`config.mk`:
```
export PLATFORM = sky130hd
export DESIGN_NAME = gpll_reconfig_ctrl
export DESIGN_NICKNAME = d
export VERILOG_FILES = /design/src/rtl/gpll_reconfig_pkg.sv /design/src/rtl/gpll_profile_rom.sv /design/src/rtl/gpll_reconfig_ctrl.sv
export SDC_FILE = /design/constraint.sdc
export NUM_CORES = 1
export LEC_CHECK = 0
export CORE_MARGIN = 2
export CORE_UTILIZATION = 50
export CTS_BUF_LIST = sky130_fd_sc_hd__clkbuf_8
export DETAILED_ROUTE_END_ITERATION = 7
export PLACE_DENSITY = 0.76
export SETUP_SLACK_MARGIN = 0.1
export SLEW_MARGIN = 5
export SYNTH_ARGS = -nofsm -noshare
export SYNTH_HDL_FRONTEND = slang
export SYNTH_SLANG_ARGS = --single-unit
```
`constraint.sdc`:
```
create_clock -name apb_clk -period 2.9 [get_ports apb_clk]
set_input_delay 0.29 -clock apb_clk [delete_from_list [all_inputs] [get_ports apb_clk]]
set_output_delay 0.29 -clock apb_clk [all_outputs]
set_load 0.03 [all_outputs]
```
`src/rtl/gpll_reconfig_pkg.sv`:
```
// Shared types and constants for the GPLL dynamic-reconfiguration sequencer:
// FSM states, APB widths, error codes and the stored clock-profile tables.
package gpll_reconfig_pkg;

    localparam int unsigned APB_AW = 5;
    localparam int unsigned APB_DW = 16;

    localparam logic [1:0] ERR_NONE     = 2'd0;
    localparam logic [1:0] ERR_BAD_PROF = 2'd1;
    localparam logic [1:0] ERR_READBACK = 2'd2;
    localparam logic [1:0] ERR_LOCK_TO  = 2'd3;

    typedef enum logic [2:0] {
        ST_IDLE,
        ST_RST_ASSERT,
        ST_WR_SETUP,
        ST_WR_ACCESS,
        ST_RD_SETUP,
        ST_RD_ACCESS,
        ST_WAIT_LOCK
    } state_e;

    typedef struct packed {
        logic [APB_AW-1:0] addr;
        logic [APB_DW-1:0] data;
    } prof_entry_t;

    // Profile 0: 74.25/371.25 MHz HDMI, 1: 148.5/742.5 MHz, 2: 27/135 MHz SD video
    localparam int unsigned TBL_PROFILES = 3;
    localparam int unsigned TBL_WRITES   = 8;
    localparam int unsigned TBL_PW       = 2;
    localparam int unsigned TBL_IW       = 3;

    localparam logic [APB_AW-1:0] TBL_ADDR [TBL_WRITES] = '{
        5'h00, 5'h01, 5'h02, 5'h03, 5'h04, 5'h08, 5'h09, 5'h0c
    };

    localparam logic [APB_DW-1:0] TBL_DATA [TBL_PROFILES][TBL_WRITES] = '{
        '{16'h0005, 16'h0028, 16'h0001, 16'h0005, 16'h0001, 16'h3c10, 16'h0a21, 16'h8001},
        '{16'h0005, 16'h0050, 16'h0001, 16'h0005, 16'h0002, 16'h3c12, 16'h0a31, 16'h8001},
        '{16'h0008, 16'h0064, 16'h0003, 16'h000a, 16'h0004, 16'h2c08, 16'h0921, 16'h8000}
    };

endpackage

```
`src/rtl/gpll_profile_rom.sv`:
```
// Combinational profile lookup: (profile, word index) -> APB address/data entry.
module gpll_profile_rom
    import gpll_reconfig_pkg::*;
#(
    parameter int unsigned PW = 1
) (
    input  logic [PW-1:0] prof_i,
    input  logic [4:0]    idx_i,
    output prof_entry_t   entry_c
);

    logic [TBL_PW-1:0] prof_c;
    logic [TBL_IW-1:0] idx_c;

    assign prof_c = TBL_PW'(prof_i);
    assign idx_c  = TBL_IW'(idx_i);

    // Entries outside the stored tables map to a harmless zero write at addr=idx
    always_comb begin
        entry_c.addr = APB_AW'(idx_i);
        entry_c.data = '0;
        if ((32'(prof_i) < TBL_PROFILES) && (32'(idx_i) < TBL_WRITES)) begin
            entry_c.addr = TBL_ADDR[idx_c];
            entry_c.data = TBL_DATA[prof_c][idx_c];
        end
    end

endmodule

```
`src/rtl/gpll_reconfig_ctrl.sv`:
```
// APB master sequencer that reloads a stored profile into the GPLL reconfig port,
// verifies each word by readback, then waits for a debounced lock.
module gpll_reconfig_ctrl
    import gpll_reconfig_pkg::*;
#(
    parameter int unsigned NUM_PROFILES = 2,
    parameter int unsigned NUM_WRITES   = 8,
    parameter int unsigned RST_HOLD     = 16,
    parameter int unsigned LOCK_STABLE  = 8,
    parameter int unsigned LOCK_TIMEOUT = 65535,
    localparam int unsigned PW = (NUM_PROFILES > 1) ? $clog2(NUM_PROFILES) : 1
) (
    input  logic              apb_clk,
    input  logic              apb_rst_n,
    input  logic              req,
    input  logic [PW-1:0]     prof_sel,
    output logic              busy,
    output logic              done,
    output logic              err,
    output logic [1:0]        err_code,
    output logic              locked,
    input  logic              pll_lock,
    output logic              pll_rst,
    output logic              apb_sel,
    output logic              apb_en,
    output logic              apb_write,
    output logic [APB_AW-1:0] apb_addr,
    output logic [APB_DW-1:0] apb_wdata,
    input  logic [APB_DW-1:0] apb_rdata,
    input  logic              apb_ready
);

    localparam int unsigned SW = $clog2(LOCK_STABLE + 1);
    localparam int unsigned CW = 16;

    state_e            state_q, state_d;
    logic [PW-1:0]     prof_q, prof_d;
    logic [4:0]        idx_q, idx_d;
    logic [CW-1:0]     cnt_q, cnt_d;
    logic [SW-1:0]     stab_q, stab_d;
    logic              lock_meta_q, lock_sync_q;
    logic              busy_q, busy_d, done_q, done_d, err_q, err_d, locked_q, locked_d;
    logic [1:0]        err_code_q, err_code_d;
    logic              pll_rst_q, pll_rst_d;
    logic              sel_q, sel_d, en_q, en_d, write_q, write_d;
    logic [APB_AW-1:0] addr_q, addr_d;
    logic [APB_DW-1:0] wdata_q, wdata_d;
    logic [4:0]        rom_idx_c;
    prof_entry_t       rom_entry_c;
    logic              lock_ok_c;

    // The ROM is only consulted when loading word 0 or the word after the current one
    assign rom_idx_c = (state_q == ST_RD_ACCESS) ? (idx_q + 5'd1) : 5'd0;

    gpll_profile_rom #(.PW(PW)) u_rom (
        .prof_i  (prof_q),
        .idx_i   (rom_idx_c),
        .entry_c (rom_entry_c)
    );

    always_comb begin
        state_d    = state_q;
        prof_d     = prof_q;
        idx_d      = idx_q;
        cnt_d      = cnt_q;
        busy_d     = busy_q;
        done_d     = 1'b0;
        err_d      = 1'b0;
        err_code_d = err_code_q;
        locked_d   = 1'b0;
        pll_rst_d  = pll_rst_q;
        sel_d      = sel_q;
        en_d       = en_q;
        write_d    = write_q;
        addr_d     = addr_q;
        wdata_d    = wdata_q;

        // Saturating count of consecutive synced-high lock samples; stale lock is discarded while reprogramming
        if (!lock_sync_q || (state_q != ST_IDLE && state_q != ST_WAIT_LOCK)) begin
            stab_d = '0;
        end else if (stab_q == SW'(LOCK_STABLE)) begin
            stab_d = stab_q;
        end else begin
            stab_d = stab_q + SW'(1);
        end
        lock_ok_c = (stab_d == SW'(LOCK_STABLE));

        case (state_q)
            ST_IDLE: begin
                locked_d = lock_ok_c;
                if (req) begin
                    if (32'(prof_sel) >= NUM_PROFILES) begin
                        err_d      = 1'b1;
                        err_code_d = ERR_BAD_PROF;
                    end else begin
                        prof_d     = prof_sel;
                        busy_d     = 1'b1;
                        err_code_d = ERR_NONE;
                        idx_d      = '0;
                        cnt_d      = '0;
                        pll_rst_d  = 1'b1;
                        locked_d   = 1'b0;
                        state_d    = ST_RST_ASSERT;
                    end
                end
            end
            ST_RST_ASSERT: begin
                if (cnt_q == CW'(RST_HOLD - 1)) begin
                    sel_d   = 1'b1;
                    en_d    = 1'b0;
                    write_d = 1'b1;
                    addr_d  = rom_entry_c.addr;
                    wdata_d = rom_entry_c.data;
                    cnt_d   = '0;
                    state_d = ST_WR_SETUP;
                end else begin
                    cnt_d = cnt_q + CW'(1);
                end
            end
            ST_WR_SETUP: begin
                en_d    = 1'b1;
                state_d = ST_WR_ACCESS;
            end
            ST_WR_ACCESS: begin
                if (apb_ready) begin
                    en_d    = 1'b0;
                    write_d = 1'b0;
                    state_d = ST_RD_SETUP;
                end
            end
            ST_RD_SETUP: begin
                en_d    = 1'b1;
                state_d = ST_RD_ACCESS;
            end
            ST_RD_ACCESS: begin
                if (apb_ready) begin
                    en_d = 1'b0;
                    if (apb_rdata != wdata_q) begin
                        // PLL is left in reset so a half-written profile never runs
                        err_d      = 1'b1;
                        err_code_d = ERR_READBACK;
                        busy_d     = 1'b0;
                        sel_d      = 1'b0;
                        state_d    = ST_IDLE;
                    end else if (idx_q == 5'(NUM_WRITES - 1)) begin
                        sel_d     = 1'b0;
                        pll_rst_d = 1'b0;
                        cnt_d     = '0;
                        state_d   = ST_WAIT_LOCK;
                    end else begin
                        idx_d   = idx_q + 5'd1;
                        write_d = 1'b1;
                        addr_d  = rom_entry_c.addr;
                        wdata_d = rom_entry_c.data;
                        state_d = ST_WR_SETUP;
                    end
                end
            end
            ST_WAIT_LOCK: begin
                if (lock_ok_c) begin
                    done_d   = 1'b1;
                    busy_d   = 1'b0;
                    locked_d = 1'b1;
                    state_d  = ST_IDLE;
                end else if (cnt_q == CW'(LOCK_TIMEOUT - 1)) begin
                    err_d      = 1'b1;
                    err_code_d = ERR_LOCK_TO;
                    busy_d     = 1'b0;
                    state_d    = ST_IDLE;
                end else begin
                    cnt_d = cnt_q + CW'(1);
                end
            end
            default: begin
                state_d = ST_IDLE;
            end
        endcase
    end

    always_ff @(posedge apb_clk or negedge apb_rst_n) begin
        if (!apb_rst_n) begin
            state_q     <= ST_IDLE;
            prof_q      <= '0;
            idx_q       <= '0;
            cnt_q       <= '0;
            stab_q      <= '0;
            lock_meta_q <= 1'b0;
            lock_sync_q <= 1'b0;
            busy_q      <= 1'b0;
            done_q      <= 1'b0;
            err_q       <= 1'b0;
            err_code_q  <= ERR_NONE;
            locked_q    <= 1'b0;
            pll_rst_q   <= 1'b0;
            sel_q       <= 1'b0;
            en_q        <= 1'b0;
            write_q     <= 1'b0;
            addr_q      <= '0;
            wdata_q     <= '0;
        end else begin
            state_q     <= state_d;
            prof_q      <= prof_d;
            idx_q       <= idx_d;
            cnt_q       <= cnt_d;
            stab_q      <= stab_d;
            lock_meta_q <= pll_lock;
            lock_sync_q <= lock_meta_q;
            busy_q      <= busy_d;
            done_q      <= done_d;
            err_q       <= err_d;
            err_code_q  <= err_code_d;
            locked_q    <= locked_d;
            pll_rst_q   <= pll_rst_d;
            sel_q       <= sel_d;
            en_q        <= en_d;
            write_q     <= write_d;
            addr_q      <= addr_d;
            wdata_q     <= wdata_d;
        end
    end

    assign busy      = busy_q;
    assign done      = done_q;
    assign err       = err_q;
    assign err_code  = err_code_q;
    assign locked    = locked_q;
    assign pll_rst   = pll_rst_q;
    assign apb_sel   = sel_q;
    assign apb_en    = en_q;
    assign apb_write = write_q;
    assign apb_addr  = addr_q;
    assign apb_wdata = wdata_q;

endmodule

```
==> results of run 1 <==
layout by cell type (no fill, tap or decap), drive strengths merged, types with 4 or more instances in the layout:
cell / synthesis / layout
a21o: 5 / 5
a21oi: 25 / 25
and4: 4 / 4
buf: 10 / 16
clkbuf: 10 / 11
clkdlybuf4s50: 0 / 48
dfrtp: 57 / 57
ha: 10 / 10
inv: 12 / 13
mux2: 4 / 4
nand2: 39 / 39
nand3: 17 / 17
nand3b: 4 / 4
nand4: 11 / 11
nor2: 18 / 18
nor3: 5 / 5
nor4: 9 / 9
o21ai: 30 / 30
o31ai: 9 / 9
or3: 11 / 11
or4: 5 / 5
xor2: 14 / 14
power by group:
| part | total (mW) | switching (mW) | leakage [nW] | internal [mW] |
|---|---|---|---|---|
| clock | 0.738 | 0.306 | 0.106 | 0.432 |
| sequential | 1.20 | 0.214 | 0.733 | 0.983 |
| combinational | 1.47 | 0.854 | 0.916 | 0.617 |
area by class of cell:
cell class              count  area, um^2
flip-flops and latches     57        1430
repair buffers             64         598
clock inverters             4        43.8
multi-input cells         269        1690
clock buffers              11         151
fillers                   538        2260
inverters                  12        45.0
well taps                  77        96.3
state kept, by name, summed over array words and instances (netlist names):
signal	cells
cnt_q	16
locked	1
lock_sync_q	1
pll_rst	1
apb_addr	5
busy	1
done	1
state_q	3
apb_sel	1
prof_q	1
apb_en	1
stab_q	4
lock_meta_q	1
apb_wdata	11
apb_write	1
err	1
idx_q	5
err_code	2
synthesized netlist by cell type, drive strengths merged (3+ instances only):
library cell | n | area, um^2
a211oi | 3 | 22.5
a21o | 5 | 37.5
a21oi | 25 | 125
and3b | 3 | 26.3
and4 | 4 | 35.0
buf | 10 | 61.3
clkbuf | 10 | 37.5
dfrtp | 57 | 1430
ha | 10 | 125
inv | 12 | 45.0
mux2 | 4 | 45.0
nand2 | 39 | 146
nand2b | 3 | 18.8
nand3 | 17 | 85.1
nand3b | 4 | 30.0
nand4 | 11 | 68.8
nor2 | 18 | 67.6
nor3 | 5 | 25.0
nor4 | 9 | 62.6
o211ai | 3 | 22.5
o21ai | 30 | 150
o22ai | 3 | 18.8
o31ai | 9 | 67.6
or2 | 3 | 18.8
or3 | 11 | 68.8
or4 | 5 | 37.5
xor2 | 14 | 123
repair_timing:
action                     CTS  global route
setup endpoints to repair    0             8
gates resized for setup      0             1
hold buffers                 0             0
cell families (layout without fill, tap and decap cells):
logic type                 Yosys count  count (layout)
DFF                                 57              57
xor gates and xnor gates            16              16
other                                1               3
AOI/OAI and AO/OA                   93              93
and+or+nand+nor                    143             143
muxes                                4               4
buffers and inverters               32              91
adders and majority gates           10              10
layer usage:
metal	up-vias	GRT usage	routed length, um
met3	7	0.0560	355
met1	1412	0.294	3390
met5	-	0	0
met4	0	0.0808	76
met2	69	0.359	3640
li1	1419	-	-
final timing paths:
check,slack (ns),to,startpoint
worst min register to register,0.36,lock_sync_q,lock_meta_q
max in group asynchronous,2.10,apb_wdata[0],apb_rst_n
worst min-delay path,0.08,cnt_q[2],apb_rst_n
worst max-delay path,0.33,cnt_q[10],idx_q[0]
worst max register to register,0.33,cnt_q[10],idx_q[0]
min in group apb_clk,0.36,lock_sync_q,lock_meta_q
worst reg2reg max path, cell delays in order (launching register included):
cell      delay [ns]
dfrtp_1         0.45
ha_1            0.31
and4bb_2        0.30
a221oi_1        0.12
a31o_2          0.25
a211o_2         0.38
buf_4           0.20
or3_1           0.35
a21oi_1         0.15
stage by stage:
step	setup slack (ns)	utilization	cells
floorplan	0.542	-	358
detailed placement	0.0240	0.610	479
finish	0.329	0.641	494
global route	0.193	0.641	494
global placement	0.0589	0.610	479
CTS	0.207	0.641	494
==> results_dict.tcl, run 1 <==
set metrics [dict create \
    outcome "completed" \
    fin_area_um2 4050 \
    track_usage 0.223 \
    cp_slowest_cell "dfrtp_1" \
    synth_top_family_by_area "simple AND/OR/NAND/NOR gates" \
    htreeDepth 3 \
    synth_seq_cells 57 \
    clk_pin_slew_worst_paths_ns 0.06 \
    cp.required_ns 3.16 \
    power-per-cell-area_nw_per_um2 841 \
    syn-instance-count 356 \
    io_buffers 49 \
    maxSlewViolCount 0 \
    ant_nets 0 \
    drc 0 \
    post_cts_buffers 0 \
    die_w_um 84.6 \
    crit_cells 8 \
    fin_worst_skew_ns 0.00738 \
    place_congestion 0.877 \
    dpl_cell_area_um2 3850 \
    ys.flop_type "dfrtp_1" \
    antenna_found_initial 0 \
    io_pins 53 \
    max_freq_mhz 389 \
    grt_pass1_wl_um 13000 \
    worstMarginPinSlew_ns 0.952 \
    setup_viol_count_final 0 \
    fin_setup_tns_ns 0 \
    period_share 0.887 \
    max_stage_delay_ns 0.45 \
    cap_viol_max_count 0 \
    synthArstFlopShare 1.00 \
    synth_compound_area_frac 0.179 \
    grt_max_degree 44 \
    syn_area_um2 3250 \
    numCtsBuffers 9 \
    drt_iter0_drc 167 \
    syn_avg_cell_area_um2 9.13 \
    clock_path_buffers 2 \
    dp_hpwl_um 5540 \
    grt_overflow 0 \
    synthAdderAreaFrac 0.0385 \
    total_power_mw 3.41 \
    core-area_um2 6310 \
    detail_route.wl_per_cell_um 15.1 \
    cp_num_buf_inv 1 \
    vias 2907 \
    cp_max_fo 14 \
    dieArea_um2 7160 \
    worstSkewPairLatency_ns 0.34 \
    cts_root_buf "clkbuf_8" \
    drtPass1Iterations 5 \
    path_cells "ha_1 -> and4bb_2 -> a221oi_1 -> a31o_2 -> a211o_2 -> buf_4 -> or3_1 -> a21oi_1" \
    final_net_count 445 \
    synthXorXnorAreaFrac 0.0431 \
    hold_violations 0 \
    num_antenna_cells 0 \
    wirelength_um 7460 \
    end_kind "flip-flop" \
    vias_per_cell 5.88 \
    syn2layout_area_growth_pct 24.6 \
    p_leak_nw 1.76 \
    timing.hold.ws_ns 0.0841 \
    cts_tree "done" \
    hold_path_class "input pin to asynchronous set/reset pin" \
    numClockSinks 57 \
    rows 29 \
    peakVddDrop_uv 555 \
    post-route-min-period_ns 2.57 \
    yosys.area_share.simple 0.241 \
    start_util 0.515 \
    synth.area.mux_share 0.0139 \
    grt_pass1_vias 2866 \
    r2r_cells 8 \
    die_h_um 84.6 \
    crit_family "compound AO/OA/AOI/OAI gates" \
    synth_cell_type_count 53 \
    arrival_ns 2.83 \
    seq_area_frac_synth 0.439 \
    yosys_warnings 0 \
    slew_headroom 0.365 \
    start_kind "flip-flop" \
    final_layout_size_suffix_gt1_frac 0.106 \
    synth_edf_count 0 \
    rsz0062_at_grt "false" \
    critPathKind "flip-flop to flip-flop" \
]
Power figures use the tool's default switching activity.
==> run 2, diff against run 1 <==
--- a/config.mk
+++ b/config.mk
@@ -9,7 +9,8 @@
 export CORE_UTILIZATION = 50
 export CTS_BUF_LIST = sky130_fd_sc_hd__clkbuf_8
 export DETAILED_ROUTE_END_ITERATION = 7
-export PLACE_DENSITY = 0.76
+export MAX_ROUTING_LAYER = met4
+export PLACE_DENSITY = 0.79
 export SETUP_SLACK_MARGIN = 0.1
 export SLEW_MARGIN = 5
 export SYNTH_ARGS = -nofsm -noshare
==> constraint.sdc (replaced) <==
create_clock -name apb_clk -period 2.1 [get_ports apb_clk]
set_input_delay 0.21 -clock apb_clk [delete_from_list [all_inputs] [get_ports apb_clk]]
set_output_delay 0.21 -clock apb_clk [all_outputs]
set_load 0.03 [all_outputs]
==> run 2 against run 1 <==
Against the previous run:
- the flow now finishes with violations (setup timing)
- sequential cell count did not move
- clock skew grew 0.0018 ns
- non-clock buffer count rose by 71
- power rose by 67%
- die area unchanged
- via count is 17% higher
- utilization up 15 points
- clock power increased by 36%
- design area rose by 23%
- global-route usage is 4.7 points higher
- sequential share of layout area is 6.4 points lower
- worst hold slack better by 0.21 ns
- largest power group unchanged
==> results_dict.tcl, run 2 (synthesized netlist as in run 1, its figures left out) <==
set metrics [dict create \
    end_kind "flip-flop" \
    place_congestion 0.901 \
    drc 0 \
    syn2layout_area_growth_pct 53.3 \
    multi_input_area_um2 2000 \
    timing.rr.start "stab_q[0]" \
    numClockSinks 57 \
    fin_worst_skew_ns 0.00919 \
    core-area_um2 6310 \
    dieArea_um2 7160 \
    hold_path_class "input pin to flip-flop" \
    path_cells "inv_2 -> ha_4 -> or4b_4 -> nor4_4 -> a211o_2 -> clkbuf_16 -> o21ai_0 -> a21oi_1" \
    layout_commonest_cell "buf_4" \
    dp.cells 538 \
    start_util 0.515 \
    regMostFlops "cnt_q" \
    die_h_um 84.6 \
    rows 29 \
    antenna_found_initial 0 \
    largest_reg_flops 16 \
    critPathKind "flip-flop to flip-flop" \
    seqCellArea_um2 1440 \
    cts_root_buf "clkbuf_8" \
    period_share 1.11 \
    rsz0062_at_grt "true" \
    grt_pass1_vias 3325 \
    dp_slack_ns -0.646 \
    grt_busiest_layer "met2" \
    grt_max_degree 30 \
    peakVddDrop_uv 897 \
    cts_tree "done" \
    violations "setup timing" \
    drtPass1Iterations 6 \
    dpl_cell_area_um2 4400 \
    use_met1 0.305 \
    post-route-min-period_ns 2.32 \
    cp_max_fo 6 \
    track_usage 0.271 \
    outcome "finished, violations left" \
    cp_slowest_cell "or4b_4" \
    power-per-cell-area_nw_per_um2 1140 \
    grt_pass1_wl_um 15000 \
    fillers 394 \
    worstSkewPairLatency_ns 0.35 \
    final_layout_size_suffix_gt1_frac 0.335 \
    crit_family "simple AND/OR/NAND/NOR gates" \
    hold_violations 0 \
    grt_overflow 0 \
    grt.met3_usage 0.0619 \
    vias_per_cell 5.99 \
    io_pins 53 \
    io_buffers 49 \
    final_net_count 517 \
    setup_viol_count_final 29 \
    clock_path_buffers 2 \
    die_w_um 84.6 \
    max_stage_delay_ns 0.56 \
    total_power_mw 5.68 \
    num_antenna_cells 0 \
    cp_num_buf_inv 2 \
    fin_area_um2 4980 \
    min-delay-start "pll_lock" \
    timing.hold.ws_ns 0.298 \
    fin_ws_ns -0.224 \
    finalNonFillerCells 567 \
    arrival_ns 2.59 \
    wirelength_um 9710 \
    numCtsBuffers 9 \
    cp.required_ns 2.37 \
    clk_pin_slew_worst_paths_ns 0.07 \
    cap_viol_max_count 0 \
    detail_route.wl_per_cell_um 17.1 \
    start_kind "flip-flop" \
    drt_iter0_drc 344 \
    mostFrequentLayoutCells "buf_4 (71), dfrtp_1 (50), clkdlybuf4s50_1 (48)" \
    vias 3399 \
    dp_hpwl_um 6310 \
    max_freq_mhz 430 \
    grt_use_met2 0.470 \
    ant_nets 0 \
    p_leak_nw 2.21 \
    htreeDepth 3 \
    maxSlewViolCount 0 \
    critPathLaunch "stab_q[0]" \
]
run 2: changes by cell type in the layout (fill, tap and decap cells not counted), moves of 5 or more:
cell	before	now
buf_6	0	11
o21ai_0	30	15
o31ai_1	9	3
dfrtp_1	57	50
o31ai_2	0	5
a21oi_2	0	7
dfrtp_2	0	7
o21ai_1	0	12
buf_4	15	71
a21oi_1	25	18
run 2: area by class of cell:
cell class / instances / share of cell area
multi-input combinational: 270 / 0.402
sequential: 57 / 0.288
timing repair buffer: 135 / 0.244
clock buffer: 10 / 0.0276
tap: 77 / 0.0193
clock inverter: 6 / 0.0103
inverter: 12 / 0.00904
run 2: metrics by stage:
| stage | TNS (ns) | util |
|---|---|---|
| global route | -8.11 | 0.790 |
| global placement | -17.44 | 0.698 |
| CTS | -3.06 | 0.767 |
| detailed placement | -20.76 | 0.698 |
| finish | -3.10 | 0.790 |
| floorplan | -0.259 | - |
run 2: repair_timing:
item                                   CTS  global route
pin swaps                               19            18
gates cloned                             1             2
endpoints found under the hold margin   57             0
setup buffers                            8             2
resized for setup                       41            27
setup endpoints to repair               45            46
hold buffers                             1             0
run 2: per-layer routing:
layer | wire length [um] | vias to the layer above
li1 | - | 1559
met1 | 3750 | 1666
met2 | 5080 | 147
met3 | 667 | 27
met4 | 218 | 0
met5 | 0 | -
run 2: worst paths after layout:
check | slack, ns | endpoint | cells after the start
max in group asynchronous | 1.39 | idx_q[0] | 3
worst max-delay path | -0.22 | cnt_q[7] | 8
worst max register to register | -0.22 | cnt_q[7] | 8
worst min-delay path | 0.30 | lock_meta_q | 1
min in group asynchronous | 0.41 | cnt_q[3] | 3
worst min register to register | 0.39 | lock_sync_q | 0
run 2: worst reg2reg max path: cells and delay by family (launching register included):
kind                     cells  cell delay [ns]
AO/OA/AOI/OAI                3             0.51
adder cells (fa/ha/maj)      1             0.19
buffers and inverters        2             0.25
flip-flops                   1             0.43
AND/OR/NAND/NOR              2             0.86
run 2: power breakdown:
group | switching, mW | internal [mW]
Clock | 0.442 | 0.563
Sequential | 0.226 | 1.37
Combinational | 1.63 | 1.45
Total | 2.30 | 3.38
==> run 3, diff against run 2 <==
--- a/config.mk
+++ b/config.mk
@@ -7,10 +7,11 @@
 export LEC_CHECK = 0
 export CORE_MARGIN = 2
 export CORE_UTILIZATION = 50
-export CTS_BUF_LIST = sky130_fd_sc_hd__clkbuf_8
+export CTS_BUF_LIST = sky130_fd_sc_hd__clkbuf_16
 export DETAILED_ROUTE_END_ITERATION = 7
+export DONT_BUFFER_PORTS = 1
 export MAX_ROUTING_LAYER = met4
-export PLACE_DENSITY = 0.79
+export PLACE_DENSITY = 0.69
 export SETUP_SLACK_MARGIN = 0.1
 export SLEW_MARGIN = 5
 export SYNTH_ARGS = -nofsm -noshare
==> run 3 against run 2 <==
Against the previous run:
- clock power grew 52%
- power grew 2.2%
- the flow still finishes with violations (setup timing)
- clock skew shrank 0.0033 ns
- critical path depth grew 1
- clock-buffer cell count shrank 1
- first-iteration DRC count shrank 53%
- utilization shrank 6.7 points
- sequential share of layout area grew 2.7 points
==> results_dict.tcl, run 3 (synthesized netlist as in run 1, its figures left out) <==
set metrics [dict create \
    track_usage 0.246 \
    arrival_ns 2.58 \
    grt_overflow 0 \
    syn2layout_area_growth_pct 40.3 \
    hold_path_class "input pin to flip-flop" \
    grt_pass1_vias 2982 \
    cts_tree "done" \
    numCtsBuffers 9 \
    largest_reg_flops 16 \
    wirelength_um 8860 \
    antenna_found_initial 0 \
    maxSlewViolCount 0 \
    pwr-share-comb 0.444 \
    critPathKind "flip-flop to flip-flop" \
    setup_viol_count_final 33 \
    clockPowerShare 0.262 \
    die_h_um 84.6 \
    dp.cells 488 \
    num_antenna_cells 0 \
    cp_max_fo 7 \
    drt_iter0_drc 162 \
    layout_commonest_cell "buf_4" \
    final_layout_size_suffix_gt1_frac 0.359 \
    p_switching_mw 2.27 \
    io_buffers 0 \
    total_power_mw 5.80 \
    hold_violations 0 \
    intPower_mw 3.54 \
    cts_root_buf "clkbuf_16" \
    outcome "finished, violations left" \
    cp.required_ns 2.34 \
    swShare 0.390 \
    post-route-min-period_ns 2.34 \
    place_congestion 0.874 \
    regMostFlops "cnt_q" \
    dp_hpwl_um 5790 \
    vias 3005 \
    clock_path_buffers 2 \
    drc 0 \
    clk_pin_slew_worst_paths_ns 0.05 \
    grt_pass1_wl_um 13700 \
    rsz0062_at_grt "true" \
    worstSkewPairLatency_ns 0.32 \
    detail_route.wl_per_cell_um 17.3 \
    io_pins 53 \
    grt_max_degree 58 \
    peakVddDrop_uv 1100 \
    p_leak_nw 2.06 \
    core-area_um2 6310 \
    drtPass1Iterations 4 \
    violations "setup timing" \
    rows 29 \
    end_kind "flip-flop" \
    finalNonFillerCells 512 \
    vias_per_cell 5.87 \
    dieArea_um2 7160 \
    max_freq_mhz 427 \
    start_util 0.515 \
    fin_ws_ns -0.241 \
    final_net_count 462 \
    die_w_um 84.6 \
    ant_nets 0 \
    period_share 1.11 \
    cap_viol_max_count 0 \
    fin_worst_skew_ns 0.00591 \
    htreeDepth 3 \
    start_kind "flip-flop" \
    power_frac_seq 0.294 \
    mostFrequentLayoutCells "buf_4 (67), dfrtp_1 (50), nand2_1 (38)" \
    numClockSinks 57 \
    power-per-cell-area_nw_per_um2 1270 \
]
run 3: changes by cell type in the layout (fill, tap and decap cells not counted), moves of 4 or more:
cell	before	now
clkbuf_8	10	0
clkbuf_16	1	10
clkdlybuf4s50_1	48	0
buf_4	71	67
or3_4	1	6
o31ai_1	3	8
a21oi_2	7	11
or3_1	10	5
o31ai_2	5	0
a21oi_1	18	14
run 3: path summary, 6_finish.rpt:
check / start / endpoint / slack (ns) / depth (start not counted)
worst max-delay path: stab_q[0] / cnt_q[9] / -0.24 / 9
worst min-delay path: prof_sel / prof_q / 0.04 / 1
worst max register to register: stab_q[0] / cnt_q[9] / -0.24 / 9
worst min register to register: lock_meta_q / lock_sync_q / 0.35 / 0
max in group asynchronous: apb_rst_n / apb_wdata[13] / 1.37 / 2
min in group asynchronous: apb_rst_n / err_code[1] / 0.43 / 2
run 3: power groups by stage:
stage	Clock, mW	Combinational, mW	Sequential [mW]
floorplan	0	1.11	1.93
global placement	0	2.01	1.71
detailed placement	0	2.04	1.72
CTS	1.54	2.26	1.70
global route	1.58	2.78	1.73
finish	1.52	2.58	1.71
run 3: repair_timing:
item                       4_1_cts  5_1_grt
hold endpoints to repair        58        0
hold buffers                     3        0
buffers inserted                 3        2
gates cloned                     0        1
pin swaps                       13        7
gates resized for setup         21       40
setup endpoints to repair       46       45
run 3: critical path, cell delays in order, from the launching register on:
cell and delay, ns:
dfrtp_1 0.39, inv_2 0.07, ha_4 0.17, and3b_1 0.22, o22ai_4 0.23, nor4_4 0.09
a211o_4 0.37, buf_4 0.16, or4_1 0.40, a21oi_1 0.15
run 3: cell type report:
| class | instances | area, um^2 |
|---|---|---|
| Clock buffer | 9 | 225 |
| Clock inverter | 7 | 86.3 |
| Fill cell | 439 | 1750 |
| Inverter | 12 | 45.0 |
| Multi-Input combinational cell | 269 | 1970 |
| Sequential cell | 57 | 1440 |
| Tap cell | 77 | 96.3 |
| Timing Repair Buffer | 81 | 706 |
run 3: stage by stage:
stage	utilization	hold WS, ns	instance area, um^2	setup TNS (ns)	setup slack (ns)
after floorplan	-	-0.0856	3380	-0.259	-0.0613
after global placement	0.620	-0.0841	3910	-4.01	-0.239
after detailed placement	0.620	-0.0842	3910	-6.62	-0.293
after CTS	0.692	0.0333	4370	-3.27	-0.208
after global routing	0.722	0.0406	4560	-6.80	-0.297
final	0.722	0.0392	4560	-3.65	-0.241
run 3: routing by layer:
layer  routed length [um]  GRT usage  vias to the layer above
met3                  490     0.0482                       12
met1                 3800      0.307                     1454
li1                     -          -                     1446
met4                  123     0.0938                        0
met5                    0          -                        -
met2                 4440      0.397                       93
